**config.mk**
```make
export PLATFORM = sky130hd
export DESIGN_NAME = imem_loader
export DESIGN_NICKNAME = d
export VERILOG_FILES = /design/src/rtl/imem_loader.sv
export SDC_FILE = /design/constraint.sdc
export NUM_CORES = 1
export LEC_CHECK = 0
export ABC_AREA = 0
export CORE_AREA = 2 2 104 106
export DETAILED_ROUTE_END_ITERATION = 10
export DIE_AREA = 0 0 106 108
export HOLD_SLACK_MARGIN = 0.05
export PLACE_DENSITY = 0.8
export SYNTH_ARGS = -nofsm -noshare
export SYNTH_HDL_FRONTEND = slang
export SYNTH_SLANG_ARGS = --single-unit
```
**constraint.sdc**
```tcl
create_clock -name clock -period 4.2 [get_ports clock]
set_clock_uncertainty 0.2 [all_clocks]
set_input_delay 0.42 -clock clock [delete_from_list [all_inputs] [get_ports clock]]
set_output_delay 0.42 -clock clock [all_outputs]
set_load 0.02 [all_outputs]
```
**src/rtl/imem_loader.sv**
```systemverilog
// Byte-stream to instruction-memory loader: length-prefixed big-endian words, CPU held in reset until done.
// Optional trailing XOR checksum byte enabled by defining IMEM_LOADER_CHECKSUM_EN.
module imem_loader #(
  parameter int          ADDR_WIDTH = 8,
  parameter logic [31:0] BASE_ADDR  = 32'h0000_0000
) (
  input  logic        clock,
  input  logic        reset_n,
  input  logic        in_valid,
  input  logic [7:0]  in_data,
  output logic        in_ready,
  input  logic        start,
  output logic        mem_write_enable,
  output logic [31:0] mem_address,
  output logic [31:0] mem_write_data,
  output logic        cpu_hold,
  output logic        done,
  output logic        error
);

  typedef enum logic [2:0] {
    S_LEN_HI = 3'd0,
    S_LEN_LO = 3'd1,
    S_DATA   = 3'd2,
    S_WRITE  = 3'd3,
    S_DONE   = 3'd4,
    S_ERROR  = 3'd5
`ifdef IMEM_LOADER_CHECKSUM_EN
    ,S_CHECK = 3'd6
`endif
  } state_t;

  // Where the stream goes once the last word (or an empty image) has been handled.
`ifdef IMEM_LOADER_CHECKSUM_EN
  localparam state_t S_FINAL = S_CHECK;
`else
  localparam state_t S_FINAL = S_DONE;
`endif

  localparam logic [16:0] MAX_WORDS = 17'd1 << ADDR_WIDTH;

  state_t      state_q, state_d;
  logic [16:0] idx_q, idx_d;
  logic [1:0]  cnt_q, cnt_d;
  logic [15:0] len_q, len_d;
  logic [23:0] word_q, word_d;
  logic        mem_we_q, mem_we_d;
  logic [31:0] mem_addr_q, mem_addr_d;
  logic [31:0] mem_wdata_q, mem_wdata_d;
  logic        in_ready_q, in_ready_d;
  logic        cpu_hold_q, cpu_hold_d;
  logic        done_q, done_d;
  logic        error_q, error_d;
`ifdef IMEM_LOADER_CHECKSUM_EN
  logic [7:0]  csum_q, csum_d;
`endif

  logic        accept_s;
  logic [15:0] full_len_s;
  logic [16:0] idx_inc_s;

  assign accept_s   = in_valid && in_ready_q;
  assign full_len_s = {len_q[15:8], in_data};
  assign idx_inc_s  = idx_q + 17'd1;

  function automatic logic ready_of(input state_t s);
    logic r;
    case (s)
      S_LEN_HI, S_LEN_LO, S_DATA: r = 1'b1;
`ifdef IMEM_LOADER_CHECKSUM_EN
      S_CHECK:                    r = 1'b1;
`endif
      default:                    r = 1'b0;
    endcase
    return r;
  endfunction

  // Next-state and next-output computation; outputs are derived from the next state so they register cleanly.
  always_comb begin
    state_d     = state_q;
    idx_d       = idx_q;
    cnt_d       = cnt_q;
    len_d       = len_q;
    word_d      = word_q;
    mem_we_d    = 1'b0;
    mem_addr_d  = mem_addr_q;
    mem_wdata_d = mem_wdata_q;
`ifdef IMEM_LOADER_CHECKSUM_EN
    if (accept_s) begin
      csum_d = csum_q ^ in_data;
    end else begin
      csum_d = csum_q;
    end
`endif
    case (state_q)
      S_LEN_HI: begin
        if (accept_s) begin
          len_d[15:8] = in_data;
          state_d     = S_LEN_LO;
        end else begin
          state_d = S_LEN_HI;
        end
      end
      S_LEN_LO: begin
        if (accept_s) begin
          len_d = full_len_s;
          if (full_len_s == 16'd0) begin
            state_d = S_FINAL;
          end else if ({1'b0, full_len_s} > MAX_WORDS) begin
            state_d = S_ERROR;
          end else begin
            state_d = S_DATA;
          end
        end else begin
          state_d = S_LEN_LO;
        end
      end
      S_DATA: begin
        if (accept_s) begin
          word_d = {word_q[15:0], in_data};
          cnt_d  = cnt_q + 2'd1;
          if (cnt_q == 2'd3) begin
            mem_we_d    = 1'b1;
            mem_wdata_d = {word_q, in_data};
            mem_addr_d  = BASE_ADDR + {13'd0, idx_q, 2'b00};
            state_d     = S_WRITE;
          end else begin
            state_d = S_DATA;
          end
        end else begin
          state_d = S_DATA;
        end
      end
      S_WRITE: begin
        idx_d = idx_inc_s;
        if (idx_inc_s == {1'b0, len_q}) begin
          state_d = S_FINAL;
        end else begin
          state_d = S_DATA;
        end
      end
`ifdef IMEM_LOADER_CHECKSUM_EN
      S_CHECK: begin
        if (accept_s) begin
          if (in_data == csum_q) begin
            state_d = S_DONE;
          end else begin
            state_d = S_ERROR;
          end
        end else begin
          state_d = S_CHECK;
        end
      end
`endif
      S_DONE: begin
        if (start) begin
          state_d = S_LEN_HI;
          idx_d   = 17'd0;
          cnt_d   = 2'd0;
          len_d   = 16'd0;
`ifdef IMEM_LOADER_CHECKSUM_EN
          csum_d  = 8'd0;
`endif
        end else begin
          state_d = S_DONE;
        end
      end
      S_ERROR: state_d = S_ERROR;
      default: state_d = S_ERROR;
    endcase
    in_ready_d = ready_of(state_d);
    cpu_hold_d = (state_d != S_DONE);
    done_d     = (state_d == S_DONE);
    error_d    = (state_d == S_ERROR);
  end

  // State and registered-output flops.
  always_ff @(posedge clock or negedge reset_n) begin
    if (!reset_n) begin
      state_q     <= S_LEN_HI;
      idx_q       <= 17'd0;
      cnt_q       <= 2'd0;
      len_q       <= 16'd0;
      word_q      <= 24'd0;
      mem_we_q    <= 1'b0;
      mem_addr_q  <= 32'd0;
      mem_wdata_q <= 32'd0;
      in_ready_q  <= 1'b1;
      cpu_hold_q  <= 1'b1;
      done_q      <= 1'b0;
      error_q     <= 1'b0;
`ifdef IMEM_LOADER_CHECKSUM_EN
      csum_q      <= 8'd0;
`endif
    end else begin
      state_q     <= state_d;
      idx_q       <= idx_d;
      cnt_q       <= cnt_d;
      len_q       <= len_d;
      word_q      <= word_d;
      mem_we_q    <= mem_we_d;
      mem_addr_q  <= mem_addr_d;
      mem_wdata_q <= mem_wdata_d;
      in_ready_q  <= in_ready_d;
      cpu_hold_q  <= cpu_hold_d;
      done_q      <= done_d;
      error_q     <= error_d;
`ifdef IMEM_LOADER_CHECKSUM_EN
      csum_q      <= csum_d;
`endif
    end
  end

  assign in_ready         = in_ready_q;
  assign mem_write_enable = mem_we_q;
  assign mem_address      = mem_addr_q;
  assign mem_write_data   = mem_wdata_q;
  assign cpu_hold         = cpu_hold_q;
  assign done             = done_q;
  assign error            = error_q;

endmodule

```
==> flow_metrics.py, run 1 <==
metrics = {
    "drt": {
        "first_pass_iters": 5,
        "routed_wirelength_um": 13200,
        "antenna_left": 0,
        "routed_via_density": 5.54,
        "route.detailed.drc": 0,
        "detail_route.wl_per_cell_um": 16.2,
        "vias": 4503,
        "initialDrtViolationCount": 411,
    },
    "floorplanning": {
        "die_h_um": 108,
        "ios": 81,
        "core_area_sq_um": 10200,
        "fp.dieArea_sq_um": 11400,
        "rows": 37,
        "start_util_pct": 54.6,
        "die_w_um": 106,
    },
    "yosys": {
        "synth_compound_area_share_pct": 10.7,
        "synthMuxAreaShare_pct": 2.19,
        "yosysSeqAreaShare_pct": 52.0,
        "synthArstFlopShare_pct": 100,
        "synthAdderAreaFrac_pct": 0.448,
        "synthFlopType": "dfrtp_1",
        "synth_area_per_cell_sq_um": 9.21,
        "ys_seq_elements": 116,
        "ys_warn_count": 0,
        "syn_area_sq_um": 5590,
        "yosys.area_share.simple_pct": 26.5,
        "synth-xor-area-share_pct": 2.35,
        "synth-edff-count": 0,
        "synth_cells": 607,
        "synth_top_family_by_area": "simple AND/OR/NAND/NOR gates",
        "synth_cell_type_count": 67,
    },
    "cts": {
        "cts_hold_buf": 1,
        "cts-root-buf": "clkbuf_8",
        "clkTransAtPathRegs_ns": 0.06,
        "clk_latency_ns": 0.52,
        "clock-sinks": 116,
        "cts_buffers": 17,
        "cts_resized": 0,
        "cts_max_path_buffers": 2,
        "cts_tree": "done",
        "htree_levels": 4,
        "post_cts_buffers": 0,
    },
    "setup_path": {
        "start_kind": "flip-flop",
        "cp.arrival_ns": 3.16,
        "required_ns": 4.46,
        "critical_path.max_fanout": 11,
        "cp-end-kind": "flip-flop",
        "reg2reg_depth": 7,
        "path_class": "flip-flop to flip-flop",
    },
    "global_route": {
        "overflow": 0,
        "grt_pass1_vias": 4308,
        "grt_pass1_wl_um": 22000,
        "grt_max_degree": 68,
        "grtUsageTotal_pct": 24.9,
        "antenna_found_initial": 0,
    },
    "worst_hold_path": {
        "hold_depth": 2,
        "min_path_type": "flip-flop to flip-flop",
    },
    "cells_and_area": {
        "layout.nets": 679,
        "area_growth_pct": 22.1,
        "drive_gt1_share_pct": 9.75,
        "num_antenna_cells": 0,
        "final_cell_count_no_fill": 813,
        "fillCellCount": 813,
    },
    "timing": {
        "final-setup-viol-count": 0,
        "finalHoldViolations": 0,
        "maxSlewViolCount": 0,
        "fin_ws_ns": 1.29,
        "slew-limit-headroom_pct": 40.8,
        "max_freq_ghz": 0.344,
        "worstMarginPinSlew_ns": 0.882,
        "finalSetupTns_ns": 0,
        "fin_crit_ns": 2.91,
        "period_share_pct": 69.3,
        "rsz0062_at_grt": "no",
    },
    "run": {
        "cap_viol_max_count": 0,
    },
    "pwr": {
        "ir_drop_mv": 0.251,
        "power_density_nw_per_um2": 378,
        "p_leak_nw": 3.31,
    },
    "placed_design": {
        "dp.cells": 781,
        "place_hpwl_um": 8800,
        "portBuffers": 65,
        "dp_slack_ns": 1.17,
        "place.gp.congestion": 0.926,
    },
    "status": {
        "status": "finished clean",
    },
}
sequential cells by signal (all words and copies together), names as in the netlist:
register	count
done	1
len_q	16
mem_write_enable	1
word_q	24
error	1
state_q	3
cnt_q	2
mem_write_data	32
cpu_hold	1
idx_q	17
in_ready	1
mem_address	17
stage by stage:
stage	hold WS [ns]	total power, mW	cell area [sq um]	utilization (%)
detailed placement	0.262	1.19	6230	60.9
global placement	0.258	1.19	6230	60.9
floorplan	-0.0756	1.16	5640	-
CTS	0.277	2.59	6820	66.7
global route	0.297	2.65	6820	66.7
finish	0.271	2.57	6820	66.7
path summary, 6_finish.rpt:
check	start	endpoint	slack, ns
max in group asynchronous	reset_n	word_q[22]$_DFFE_PN0P_	2.53
hold / removal	mem_write_data[14]$_DFFE_PN0P_	mem_write_data[14]$_DFFE_PN0P_	0.27
setup reg to reg	idx_q[2]$_DFFE_PN0P_	error$_DFF_PN0_	1.29
setup / recovery	idx_q[2]$_DFFE_PN0P_	error$_DFF_PN0_	1.29
hold reg to reg	mem_write_data[14]$_DFFE_PN0P_	mem_write_data[14]$_DFFE_PN0P_	0.27
min in group asynchronous	reset_n	mem_write_data[9]$_DFFE_PN0P_	0.35
cell families (layout without fill, tap and decap cells):
kind of cell	Yosys count	in the layout
simple gates	319	319
fa+ha+maj	2	2
flops	116	116
buf+inv	58	114
compound gates	85	85
xor+xnor	15	15
mux	11	11
other cells	1	15
worst max-delay path: stages, from the launching register on:
cell and delay, ns:
dfrtp_1 0.54, nand3_2 0.32, o31a_1 0.35, a2111oi_0 0.50, and4bb_2 0.33, nand4_2 0.18, o31ai_4 0.26, and2_1 0.16
placed cells by master, fill, tap and decap left out, types with 4 or more instances in the layout:
cell,synthesis,final
nor3_1,9,9
nand4_1,4,4
o31ai_1,7,7
mux2_2,10,10
a21oi_1,8,8
clkbuf_16,0,16
clkinv_2,0,4
nand2_1,231,230
and4_1,4,4
nand3_1,13,13
xnor2_1,8,8
o21ai_0,32,32
inv_1,8,8
nor4_1,6,6
a22o_1,8,8
buf_4,18,9
dfrtp_1,114,114
nand2b_1,7,7
nor2_1,19,19
clkdlybuf4s50_1,0,64
xor2_1,7,7
conb_1,1,15
power by group:
part | leakage (nW) | internal (mW) | switching (mW)
clock network | 0.277 | 0.898 | 0.504
logic | 1.52 | 0.0114 | 0.0431
registers | 1.51 | 1.12 | 0
cell usage after synthesis, drive strengths merged, types with 2 or more instances:
cell,n,share of area [%]
buf,28,3.7
nor3b,3,0.40
nand2b,7,0.78
dfstp,2,0.94
or3,2,0.22
a31oi,2,0.22
a21oi,8,0.72
nand4,8,1.8
nor2,19,1.3
a2111oi,2,0.65
nor4,9,1.7
o21ai,35,3.1
a22o,8,1.3
o221ai,2,0.31
nand3,14,1.3
a221oi,2,0.43
mux2,10,2.0
o211ai,3,0.40
a211oi,2,0.27
clkbuf,21,1.4
nor3,9,0.81
inv,8,0.54
xor2,7,1.1
o31ai,8,1.3
a22oi,2,0.27
dfrtp,114,51
xnor2,8,1.3
nor4b,2,0.58
and4,4,0.63
nand2,231,16
ha,2,0.45
and2,3,0.34
nor2b,2,0.22
metal layers:
metal / vias up / global-route usage (%) / routed length (um)
met5: - / 0 / 0
met2: 179 / 40.2 / 6170
met4: 0 / 11.2 / 345
met1: 2164 / 33.1 / 5930
met3: 28 / 4.64 / 717
li1: 2132 / - / -
final cells by class:
| type | count | area, sq um | area share, % |
|---|---|---|---|
| Timing Repair Buffer | 74 | 718 | 10.5 |
| Clock inverter | 13 | 159 | 2.33 |
| Tap cell | 136 | 170 | 2.49 |
| Clock buffer | 18 | 418 | 6.13 |
| Multi-Input combinational cell | 447 | 2420 | 35.4 |
| Inverter | 9 | 33.8 | 0.495 |
| Sequential cell | 116 | 2910 | 42.6 |
(Power assumes the default switching activity.)
==> run 2, diff against run 1 <==
- CORE_AREA: 2 2 104 106 -> 2 2 110 112
- DIE_AREA: 0 0 106 108 -> 0 0 112 114
- PLACE_DENSITY: 0.8 -> 0.75
- clock period: 4.2 -> 2.3 ns (I/O delays scaled with it)
==> run 2 against run 1 <==
Net effect:
- the flow now finishes with violations (negative setup slack)
- critical path depth up 2
- register-to-register slack worse by 1.4 ns
- routed wire length up 15%
- total power is 94% higher
- critical endpoint is now state_q[1]$_DFF_PN0_
- highest routed layer unchanged
==> flow_metrics.py, run 2 (synthesis gave the netlist of run 1 again) <==
metrics = {
    "setup_path": {
        "critical_path.max_fanout": 6,
        "path_class": "flip-flop to flip-flop",
        "required_ns": 2.38,
        "cp-end-kind": "flip-flop",
        "cp.arrival_ns": 2.53,
        "start_kind": "flip-flop",
    },
    "global_route": {
        "antenna_found_initial": 0,
        "grt_pass1_wl_um": 25000,
        "overflow": 0,
        "grt_pass1_vias": 4898,
        "grt_max_degree": 50,
        "grtUsageTotal_pct": 24.8,
    },
    "run": {
        "cap_viol_max_count": 0,
    },
    "floorplanning": {
        "die_h_um": 114,
        "ios": 81,
        "rows": 40,
        "die_w_um": 112,
        "core_area_sq_um": 11700,
        "start_util_pct": 47.7,
        "fp.dieArea_sq_um": 12800,
    },
    "worst_hold_path": {
        "min_path_type": "input pin to async pin",
    },
    "timing": {
        "max_freq_ghz": 0.407,
        "final-setup-viol-count": 6,
        "worstMarginPinSlew_ns": 0.634,
        "slew-limit-headroom_pct": 57.7,
        "maxSlewViolCount": 0,
        "fin_crit_ns": 2.46,
        "period_share_pct": 107,
        "finalHoldViolations": 0,
        "fin_ws_ns": -0.156,
        "rsz0062_at_grt": "yes",
    },
    "cts": {
        "clock-sinks": 116,
        "clk_latency_ns": 0.41,
        "cts_max_path_buffers": 2,
        "cts-root-buf": "clkbuf_16",
        "cts_buffers": 17,
        "cts_tree": "done",
        "htree_levels": 4,
        "clkTransAtPathRegs_ns": 0.06,
    },
    "drt": {
        "detail_route.wl_per_cell_um": 16.6,
        "vias": 4921,
        "routed_via_density": 5.41,
        "route.detailed.drc": 0,
        "first_pass_iters": 5,
        "antenna_left": 0,
        "initialDrtViolationCount": 363,
        "routed_wirelength_um": 15100,
    },
    "cells_and_area": {
        "layout.nets": 763,
        "final_common_cell": "nand2_1",
        "final_cell_count_no_fill": 909,
        "final_cell_mix": "nand2_1, dfrtp_1, buf_4",
        "drive_gt1_share_pct": 24.4,
        "area_growth_pct": 39.7,
        "num_antenna_cells": 0,
        "largest_register_ffs": 32,
    },
    "status": {
        "violations": "negative setup slack",
        "status": "finished, violations left",
    },
    "pwr": {
        "p_leak_nw": 3.81,
        "power_density_nw_per_um2": 641,
        "finalPower_mw": 5.01,
        "ir_drop_mv": 0.424,
    },
    "placed_design": {
        "dp.cells": 859,
        "portBuffers": 65,
        "place_hpwl_um": 10200,
        "place.gp.congestion": 0.945,
    },
}
[run 2: changes by cell type in the layout (fill, tap and decap cells not counted), sizes merged]
cell | previous run | this run
buf | 9 | 93
clkinv | 6 | 2
inv | 10 | 12
bufinv | 3 | 4
clkbuf | 18 | 19
clkinvlp | 3 | 4
[run 2: per-stage QoR]
stage	setup slack (ns)	util, %	TNS [ns]	hold slack, ns	instance area (sq um)
finish	-0.156	66.7	-0.630	0.181	7810
global route	-0.261	66.7	-1.30	0.239	7810
floorplan	0.0105	-	0	-0.266	5660
detailed placement	-0.251	57.9	-1.19	0.0886	6780
CTS	-0.137	66.0	-0.502	0.196	7730
global placement	-0.215	57.9	-0.868	0.0776	6780
[run 2: critical path, stage by stage (launching register included)]
cell and delay (ns):
dfrtp_2 0.45, buf_4 0.18, xor2_1 0.19, nor4b_1 0.35
a221oi_2 0.06, and4bb_2 0.36, nand4_4 0.15, buf_4 0.18
nor2_1 0.13, a211oi_2 0.06
[run 2: routing by layer]
metal  global-route usage, %  up-vias  routed length, um
met5                       0        -                  0
met3                    4.94       27                957
met4                    10.3        0                320
met1                    34.1     2391               6500
li1                        -     2306                  -
met2                    38.8      197               7340
[run 2: worst paths after layout]
kind | cells past startpoint | end | slack (ns) | from
max in group asynchronous | 3 | idx_q[10]$_DFFE_PN0P_ | 0.98 | reset_n
setup / recovery | 9 | state_q[1]$_DFF_PN0_ | -0.16 | idx_q[5]$_DFFE_PN0P_
hold / removal | 2 | word_q[17]$_DFFE_PN0P_ | 0.18 | reset_n
setup reg to reg | 9 | state_q[1]$_DFF_PN0_ | -0.16 | idx_q[5]$_DFFE_PN0P_
hold reg to reg | 2 | mem_address[3]$_DFFE_PN0P_ | 0.27 | mem_address[3]$_DFFE_PN0P_
min in group clock | 2 | mem_address[3]$_DFFE_PN0P_ | 0.27 | mem_address[3]$_DFFE_PN0P_
[run 2: cell type report]
class / instances / area, sq um
clock buffer: 19 / 453
multi-input combinational: 447 / 2620
fill: 908 / 3900
inverter: 9 / 33.8
sequential: 116 / 2920
tap: 147 / 184
timing repair buffer: 158 / 1400
clock inverter: 13 / 194
[run 2: power by group]
group | switching, mW | internal (mW) | leakage [nW]
registers | 0 | 2.04 | 1.50
logic | 0.0815 | 0.0330 | 2.00
clock network | 0.967 | 1.88 | 0.303
[run 2: what timing repair did]
item,CTS,global route
pin swaps,19,8
endpoints found under the setup margin,6,6
buffers inserted,16,2
endpoints found under the hold margin,46,0
resized for setup,39,11
hold buffers,1,0
gates cloned,0,0
